--- src/rtl/ssd_multi.sv ---
// ssd_multi: multi-digit seven-segment display driver.
// A request arrives as a binary value. In decimal mode the value goes through a
// sequential shift-add-3 (double-dabble) conversion, one bit per cycle. In hex
// mode the value is split straight into nibbles. The result drives DIGITS
// active-low digits. Leading zeros can be blanked, and values that do not fit
// in DIGITS digits are shown as dashes.
//
// Ports
//   clock     rising-edge clock
//   reset     synchronous, active-high reset
//   load      request to display value; only honoured while idle
//   value     unsigned binary value to display (WIDTH bits)
//   hex_mode  1 = hexadecimal, 0 = decimal; captured together with load
//   blank_lz  1 = blank leading zeros; captured together with load
//   busy      high while a request is in progress
//   done      one-cycle pulse in the cycle seg/overflow change
//   overflow  the last request did not fit in DIGITS digits
//   seg       active-low segments; bits [7i+6:7i] belong to digit i, order gfedcba

module ssd_multi_digit (
    input  logic [3:0] nib,
    input  logic       blank,
    input  logic       dash,
    output logic [6:0] seg7
);
    always_comb begin
        seg7 = 7'b1111111;
        if (dash) begin
            seg7 = 7'b0111111;
        end else if (!blank) begin
            case (nib)
                4'h0: seg7 = 7'b1000000;
                4'h1: seg7 = 7'b1111001;
                4'h2: seg7 = 7'b0100100;
                4'h3: seg7 = 7'b0110000;
                4'h4: seg7 = 7'b0011001;
                4'h5: seg7 = 7'b0010010;
                4'h6: seg7 = 7'b0000010;
                4'h7: seg7 = 7'b1111000;
                4'h8: seg7 = 7'b0000000;
                4'h9: seg7 = 7'b0010000;
                4'hA: seg7 = 7'b0001000;
                4'hB: seg7 = 7'b0000011;
                4'hC: seg7 = 7'b1000110;
                4'hD: seg7 = 7'b0100001;
                4'hE: seg7 = 7'b0000110;
                default: seg7 = 7'b0001110;
            endcase
        end
    end
endmodule

module ssd_multi #(
    parameter int WIDTH  = 16,
    parameter int DIGITS = 5
) (
    input  logic                  clock,
    input  logic                  reset,
    input  logic                  load,
    input  logic [WIDTH-1:0]      value,
    input  logic                  hex_mode,
    input  logic                  blank_lz,
    output logic                  busy,
    output logic                  done,
    output logic                  overflow,
    output logic [DIGITS*7-1:0]   seg
);
    localparam int BW = DIGITS * 4;
    localparam int CW = $clog2(WIDTH + 1);
    localparam int EW = (WIDTH > BW) ? WIDTH : BW;

    typedef enum logic [1:0] {IDLE, SHIFT, UPDATE} state_t;
    state_t state, state_next;

    logic [WIDTH-1:0]    shreg;       // captured value; shifted out MSB-first in decimal mode
    logic                hex_r;
    logic                blz_r;
    logic [BW-1:0]       bcd;
    logic                ovf_sticky;
    logic [CW-1:0]       cnt;

    logic [BW-1:0]       adj;
    logic [EW-1:0]       hex_ext;
    logic                hex_ovf;
    logic [BW-1:0]       nib;
    logic                ovf_now;
    logic [DIGITS-1:0]   blank;
    logic                lead;
    logic [DIGITS*7-1:0] seg_next;

    always_ff @(posedge clock) begin
        if (reset) state <= IDLE;
        else       state <= state_next;
    end

    always_comb begin
        state_next = state;
        case (state)
            IDLE:    if (load) state_next = hex_mode ? UPDATE : SHIFT;
            SHIFT:   if (cnt == CW'(1)) state_next = UPDATE;
            UPDATE:  state_next = IDLE;
            default: state_next = IDLE;
        endcase
    end

    // Add-3 correction on every nibble, applied before the shift.
    always_comb begin
        adj = bcd;
        for (int i = 0; i < DIGITS; i++) begin
            if (bcd[4*i +: 4] >= 4'd5) adj[4*i +: 4] = bcd[4*i +: 4] + 4'd3;
        end
    end

    always_ff @(posedge clock) begin
        if (reset) begin
            shreg      <= '0;
            hex_r      <= 1'b0;
            blz_r      <= 1'b0;
            bcd        <= '0;
            ovf_sticky <= 1'b0;
            cnt        <= '0;
        end else begin
            case (state)
                IDLE: if (load) begin
                    shreg      <= value;
                    hex_r      <= hex_mode;
                    blz_r      <= blank_lz;
                    bcd        <= '0;
                    ovf_sticky <= 1'b0;
                    cnt        <= CW'(WIDTH);
                end
                SHIFT: begin
                    bcd   <= {adj[BW-2:0], shreg[WIDTH-1]};
                    shreg <= {shreg[WIDTH-2:0], 1'b0};
                    // A set bit leaving the top of the BCD register means the
                    // decimal value needs more than DIGITS digits.
                    if (adj[BW-1]) ovf_sticky <= 1'b1;
                    cnt   <= cnt - CW'(1);
                end
                default: ;
            endcase
        end
    end

    // Hex view: value zero-extended to at least DIGITS nibbles.
    always_comb begin
        hex_ext = '0;
        hex_ext[WIDTH-1:0] = shreg;
    end

    generate
        if (EW > BW) begin : g_hex_ovf
            assign hex_ovf = |hex_ext[EW-1:BW];
        end else begin : g_hex_fit
            assign hex_ovf = 1'b0;
        end
    endgenerate

    assign nib     = hex_r ? hex_ext[BW-1:0] : bcd;
    assign ovf_now = hex_r ? hex_ovf : ovf_sticky;

    // Walk from the top digit down; a digit is blanked while every digit so far is zero.
    always_comb begin
        blank = '0;
        lead  = blz_r;
        for (int i = DIGITS - 1; i >= 0; i--) begin
            lead = lead & (nib[4*i +: 4] == 4'd0);
            if (i != 0) blank[i] = lead;
        end
    end

    generate
        for (genvar g = 0; g < DIGITS; g++) begin : g_dig
            ssd_multi_digit u_dig (
                .nib   (nib[4*g +: 4]),
                .blank (blank[g]),
                .dash  (ovf_now),
                .seg7  (seg_next[7*g +: 7])
            );
        end
    endgenerate

    always_ff @(posedge clock) begin
        if (reset) begin
            seg      <= '1;
            overflow <= 1'b0;
            done     <= 1'b0;
            busy     <= 1'b0;
        end else begin
            done <= (state == UPDATE);
            busy <= (state_next != IDLE);
            if (state == UPDATE) begin
                seg      <= seg_next;
                overflow <= ovf_now;
            end
        end
    end
endmodule

--- config.mk ---
export PLATFORM = sky130hd
export DESIGN_NAME = ssd_multi
export DESIGN_NICKNAME = d
export VERILOG_FILES = /design/src/rtl/ssd_multi.sv
export SDC_FILE = /design/constraint.sdc
export NUM_CORES = 1
export LEC_CHECK = 0
export CAP_MARGIN = 20
export CORE_MARGIN = 2
export CORE_UTILIZATION = 50
export DETAILED_ROUTE_END_ITERATION = 7
export GPL_TIMING_DRIVEN = 0
export PLACE_DENSITY = 0.81
export SLEW_MARGIN = 20
export SYNTH_ARGS = -nofsm -noshare
export SYNTH_HDL_FRONTEND = slang
export SYNTH_SLANG_ARGS = --single-unit
--- constraint.sdc ---
create_clock -name clock -period 3.3 [get_ports clock]
set_clock_uncertainty 0.2 [all_clocks]
set_input_delay 0.66 -clock clock [delete_from_list [all_inputs] [get_ports clock]]
set_output_delay 0.66 -clock clock [all_outputs]
set_load 0.03 [all_outputs]
* Word-level counts from Yosys, hierarchy flattened
Memories as Yosys holds them, arrays and structs flattened. Cells that the tools add are included.
Operators by class: $add $sub $neg 6, multiply operators 0, divide/modulo/power cells 0, order comparisons 5, equality and inequality tests 5, shift operators 0, muxes and demuxes 29, bitwise logic cells 4, reductions and logical operators 10
Operator list (number):
- $mux W7 | 9
- $mux W20 | 2
- $pmux W20 S2 | 1
- $pmux W16 S2 | 1
- $add A4 B2 Y4 const B | 5
- $ge A4 B3 Y1 const B | 5
- $mux W4 | 5
- $logic_not A4 Y1 | 4
- $mux W16 | 1
- $pmux W5 S2 | 1
- $mux W2 | 3
- $eq A5 B1 Y1 const B | 1
- $mux W5 | 1
- $sub A5 B1 Y5 const B | 1
- $and A1 B1 Y1 | 4
- $ne A2 B2 Y1 const B | 2
- $pmux W2 S2 | 1
- $reduce_and A2 Y1 | 2
- $reduce_bool A2 Y1 | 2
- $mux W1 | 3
- $reduce_and A3 Y1 | 1
- $eq A2 B1 Y1 const B | 1
- $eq A2 B2 Y1 const B | 1
- $logic_not A2 Y1 | 1
- $pmux W1 S2 | 1
Word-level totals: bits in registers 84, bits in latches 0, RAM bits 0, memory bits (read-only) 560, output and inout port bits 38, word-level logic and storage cells 75, memories kept 5
Memory list:
- (no name shown) | depth 16, bits a word 7, rd ports 1, clocked after memory_dff 0, write ports 0, line 31 | case (nib)
- (no name shown) | depth 16, bits a word 7, rd ports 1, clocked after memory_dff 0, write ports 0, line 31
- (no name shown) | depth 16, bits a word 7, rd ports 1, clocked after memory_dff 0, write ports 0, line 31
- (no name shown) | depth 16, bits a word 7, rd ports 1, clocked after memory_dff 0, write ports 0, line 31
- (no name shown) | depth 16, bits a word 7, rd ports 1, clocked after memory_dff 0, write ports 0, line 31

* Depth between registers and ports, before layout
word-level depth 8, gate-level depth with buffers 12, depth with buffers taken out 8

* Modules after synthesis
From an unflattened synthesis, not the netlist that was laid out.
Second synthesis, totals: cell total of the unflattened synthesis 667, area total of the unflattened synthesis 5693.0 µm²
By module, submodules not included:
- ssd_multi | times used 1, cells an instance 454, area an instance 4017.6 µm²
- ssd_multi_digit (g_dig[0].u_dig ...) | times used 3, cells an instance 42, area an instance 336.6 µm²
- ssd_multi_digit (g_dig[1].u_dig) | times used 1, cells an instance 43, area an instance 339.1 µm²
- ssd_multi_digit (g_dig[3].u_dig) | times used 1, cells an instance 44, area an instance 326.6 µm²

* Worst setup path before layout
No wires, ideal clock.
kind register to register, start point register hex_r, end point register seg[19], setup time 0.122 ns, data arrival time 2.480 ns, data required time 2.978 ns, path slack 0.498 ns, cell stages (with the launch flop) 13, clock period less this slack 2.802 ns, path through dfxtp_1 buf_4 buf_6 buf_2 buf_2 nand2b_1 ha_1 and3_1 o221ai_1 nor3b_1 or2_1 buf_2 o32a_1
Between the ends: cells in the longest elaborated chain, start to end 7
Ends and longest elaborated chain:
- start: declaration | line 76 | logic hex_r;
- start signal: assignment | line 126 | hex_r <= hex_mode;
- $mux W20 | line 159 | assign nib = hex_r ? hex_ext[BW-1:0] : bcd;
- $logic_not A4 Y1 | line 167 | lead = lead & (nib[4*i +: 4] == 4'd0);
- $and A1 B1 Y1 (3 in a row) | line 167
- $mux W7 | line 30 | end else if (!blank) begin
- $mux W7 * | line 28 | if (dash) begin
- end signal: assignment | line 193 | seg <= seg_next;
- end: declaration | line 66 | output logic [DIGITS*7-1:0] seg
Every way passes the cells marked *; elsewhere a longest branch is shown, timed or not. A chain may end at the register's enable or synchronous reset.

* Worst setup path after layout
start point register hex_r, end point register seg[7]
Between the ends: cells in the longest elaborated chain, start to end 8
Ends and longest elaborated chain (line):
- $mux W20 | 159
- $logic_not A4 Y1 | 167
- $and A1 B1 Y1 (4 in a row) | 167
- $mux W7 | 30
- $mux W7 * | 28
Marked as above.

==> summary.md <==
| Metric | Value |
|---|---|
| Status | `finished clean` |
| Worst-case clock buffer depth | `2` |
| Critical Path Start Type | `flip-flop` |
| Area grow syn2layout | `19.2%` |
| Startpoint of the worst-slack reg-to-reg timing path | `hex_r$_SDFFE_PP0P_` |
| Worst hold path class | `flip-flop to flip-flop` |
| Yosys reg bits | `84` |
| Starting density of the core | `0.519` |
| Peak VDD IR | `0.000240 V` |
| Seq/Total Area, Yosys | `0.330` |
| Worst Path Arrival | `3.17 ns` |
| Adder-cell share of the synthesized area | `0.103` |
| Largest family of logic cells by synthesized area | `compound AO/OA/AOI/OAI gates` |
| H-tree level count | `3` |
| Compound-cell area share of the yosys netlist | `0.248` |
| Worst path cell trace | `buf_4 > clkbuf_4 > mux2i_4 > ha_1 > and3_1 > o221ai_1 > nor4b_2 > buf_4 > a211oi_1 > a41oi_1` |
| Final nets | `740` |
| Share of cells above drive strength 1 | `0.0704` |
| Fill count | `873` |
| Post-DP HPWL | `10500 um` |
| Max Slew Vio Count | `0` |
| Multiplexer area fraction after synthesis | `0.0712` |
| Post-synth cell types | `66` |
| Synth Instances | `608` |
| Worst-Margin Slew | `0.758 ns` |
| Drt via density | `5.95` |
| Synth Flop Type | `dfxtp_1` |
| Antenna violations before repair | `0` |
| Total leakage power | `2.37 nW` |
| Total power | `2.31 mW` |
| Clock Latency Late Sink | `0.36 ns` |
| Number of max-cap violations | `0` |
| Net count after synthesis | `671` |
| Slowest stage delay, CP | `0.42 ns` |
| Post-layout min period | `3.09 ns` |
| Die width | `105 um` |
| Fin cells | `815` |
| Rel. slew slack | `0.480` |
| Row cnt | `36` |
| Worst reg-to-reg path cell count | `10` |
| Placer Congestion | `0.902` |
| TritonCTS clock tree | `yes` |
| Global Route Usage Sum | `0.259` |
| FF/Latch Area | `0.00168 mm2` |
| Port buffer count | `58` |
| Max Fclk | `0.323 GHz` |
| Routed length per instance | `17.4 um` |
| FFs w/ async S/R, synth | `0` |
| Die area | `0.0110 mm2` |
| Pwr Density | `380 mW/mm2` |
| FF-to-FF End | `seg[7]$_SDFFE_PP1P_` |
| TritonCTS Buffers | `9` |
| DRT Wirelength | `14200 um` |
| Req. time, crit path | `3.38 ns` |
| Placed Cells | `799` |
| Hold path start | `seg[32]$_SDFFE_PP1P_` |
| Hold EP | `seg[32]$_SDFFE_PP1P_` |
| Residual DRC | `0` |
| Yosys warns | `0` |
| Crit path max-delay family | `buffers and inverters` |
| Gr ovfl total | `0` |
| Worst setup path class | `flip-flop to flip-flop` |
| CTS root buffer | `clkbuf_8` |
| Vias | `4853` |
| # IOs | `59` |
| Synth Area in XOR/XNOR | `0.0172` |
| Routed Antenna Nets | `0` |
| Worst-path maximum fanout | `10` |
| CTS Hold Bufs | `0` |
| Cell mode on critical path | `buf_4` |
| Fin. Hold Viols | `0` |
| 1st-iter DRT viols | `448` |
| Footprint of the multi-input gates | `0.00310 mm2` |
| CORE AREA | `0.00982 mm2` |
| Largest net degree at the start of global routing | `20` |
| RSZ-0062 raised after global routing | `no` |
| Die Span Y | `105 um` |
| CTS clock-pin slew for the worst setup and hold paths | `0.09 ns` |
| EDFF count, synth | `0` |
| ANT cells | `0` |
| First-pass GRT wire length | `23200 um` |
| Final setup fails | `0` |
| # clock sinks | `84` |
| R2R Setup Slk | `0.21 ns` |
| Crit. End Element | `flip-flop` |
| Post-synthesis simple-gate area fraction | `0.163` |
| Buffers plus inverters on the worst setup path | `3` |
| Vias in the first global route | `4800` |
| Post-synthesis instance area | `0.00510 mm2` |
| Drt pass-1 iters | `6` |
| Crit-path slowest cell | `mux2i_4` |
| Avg Cell Area, Syn | `8.38 um2` |
| Period utilisation layout | `0.937` |
| Cells on Worst Hold Path | `1` |
synthesized netlist by cell type (2+ instances only):
cell | number | area [um2]
nor2b_1 | 7 | 43.8
dfxtp_1 | 84 | 1680
mux4_2 | 3 | 67.6
a221oi_1 | 10 | 87.6
buf_1 | 2 | 7.51
nand2b_1 | 17 | 106
a211oi_1 | 13 | 97.6
or2_1 | 2 | 12.5
nor3b_1 | 2 | 15.0
o31ai_1 | 4 | 30.0
o211ai_1 | 6 | 45.0
nand3b_1 | 2 | 15.0
nor3_1 | 14 | 70.1
o21bai_1 | 2 | 15.0
clkbuf_1 | 24 | 90.1
buf_4 | 2 | 15.0
o32a_1 | 11 | 110
o21ai_0 | 11 | 55.1
o22a_1 | 7 | 61.3
nand3_1 | 9 | 45.0
a32oi_1 | 9 | 78.8
a31oi_1 | 8 | 50.1
mux2_2 | 7 | 78.8
a21o_1 | 4 | 30.0
inv_1 | 46 | 173
ha_1 | 42 | 526
nor2_1 | 69 | 259
buf_2 | 8 | 40.0
o21a_1 | 4 | 30.0
a221o_1 | 2 | 20.0
o22ai_1 | 15 | 93.8
mux2i_1 | 18 | 180
a21oi_1 | 37 | 185
nand2_1 | 44 | 165
xnor2_1 | 9 | 78.8
o21ai_1 | 12 | 60.1
a22oi_1 | 11 | 82.6
o221ai_1 | 3 | 26.3
timing repair:
item / 4_1_cts / 5_1_grt
setup buffers: 1 / 0
gates resized for setup: 1 / 5
hold endpoints to repair: 0 / 0
pin swaps: 1 / 0
setup endpoints to repair: 12 / 12
power breakdown:
part / switching, mW / internal [mW]
sequential: 0.0444 / 1.07
combinational: 0.257 / 0.175
clock: 0.399 / 0.369
flip-flops by register name, summed over array words and instances, names as in the netlist:
name,flops
bcd,20
shreg,16
blz_r,1
busy,1
hex_r,1
ovf_sticky,1
cnt,5
overflow,1
state,2
seg,35
done,1
kinds of logic (layout without fill, tap and decap cells):
| group | Yosys count | in the layout |
|---|---|---|
| compound gates | 181 | 181 |
| simple gates | 176 | 176 |
| buf+inv | 85 | 159 |
| flops | 84 | 84 |
| fa+ha+maj | 42 | 42 |
| mux | 30 | 30 |
| xor+xnor | 10 | 10 |
placed cells by master (no fill, tap or decap), drive strengths merged, types with 8 or more instances in the layout:
cell	n
xnor2	9
clkbuf	36
a221oi	10
nand2b	17
o32a	11
ha	42
nor2	69
o21ai	23
mux2i	20
a31oi	8
buf	12
a21oi	37
clkdlybuf4s50	58
dfxtp	84
o22ai	15
nor3	14
inv	46
a32oi	9
nand3	9
a211oi	13
nand2	45
a22oi	11
worst max-delay path by stage:
stage	startpoint	to	slack, ns	cells after the start
floorplan	hex_r$_SDFFE_PP0P_	seg[19]$_SDFFE_PP1P_	0.50	12
global placement	hex_r$_SDFFE_PP0P_	seg[7]$_SDFFE_PP1P_	0.009	9
detailed placement	hex_r$_SDFFE_PP0P_	seg[7]$_SDFFE_PP1P_	-0.11	9
CTS	hex_r$_SDFFE_PP0P_	seg[7]$_SDFFE_PP1P_	0.05	10
global route	hex_r$_SDFFE_PP0P_	seg[7]$_SDFFE_PP1P_	0.02	11
finish	hex_r$_SDFFE_PP0P_	seg[7]$_SDFFE_PP1P_	0.21	10
per-stage QoR:
step | utilization | hold WS [ns] | TNS (ns) | instance area, um2 | worst slack (ns)
after floorplan | - | 0.251 | 0 | 5100 | 0.498
after global placement | 0.595 | 0.249 | 0 | 5840 | 0.00925
after detailed placement | 0.595 | 0.256 | -0.346 | 5840 | -0.107
after CTS | 0.616 | 0.279 | 0 | 6050 | 0.0473
after global routing | 0.619 | 0.295 | 0 | 6080 | 0.0178
final | 0.619 | 0.275 | 0 | 6080 | 0.206
per-layer routing:
layer / GRT usage / vias up / part of all wire / routed length [um]
met5: 0 / - / 0 / 0
met4: 0.103 / 0 / 0.025 / 349
met3: 0.0405 / 34 / 0.061 / 868
met2: 0.429 / 198 / 0.48 / 6780
met1: 0.338 / 2301 / 0.44 / 6210
li1: - / 2320 / - / -
layout make-up:
cell class | count | share of cell area
multi-input cells | 439 | 0.510
flip-flops and latches | 84 | 0.277
repair buffers | 59 | 0.0967
inverters | 47 | 0.0290
plain buffers | 37 | 0.0274
well taps | 133 | 0.0274
clock buffers | 10 | 0.0226
clock inverters | 6 | 0.0105
No activity file was read; power rests on OpenSTA's default activity.
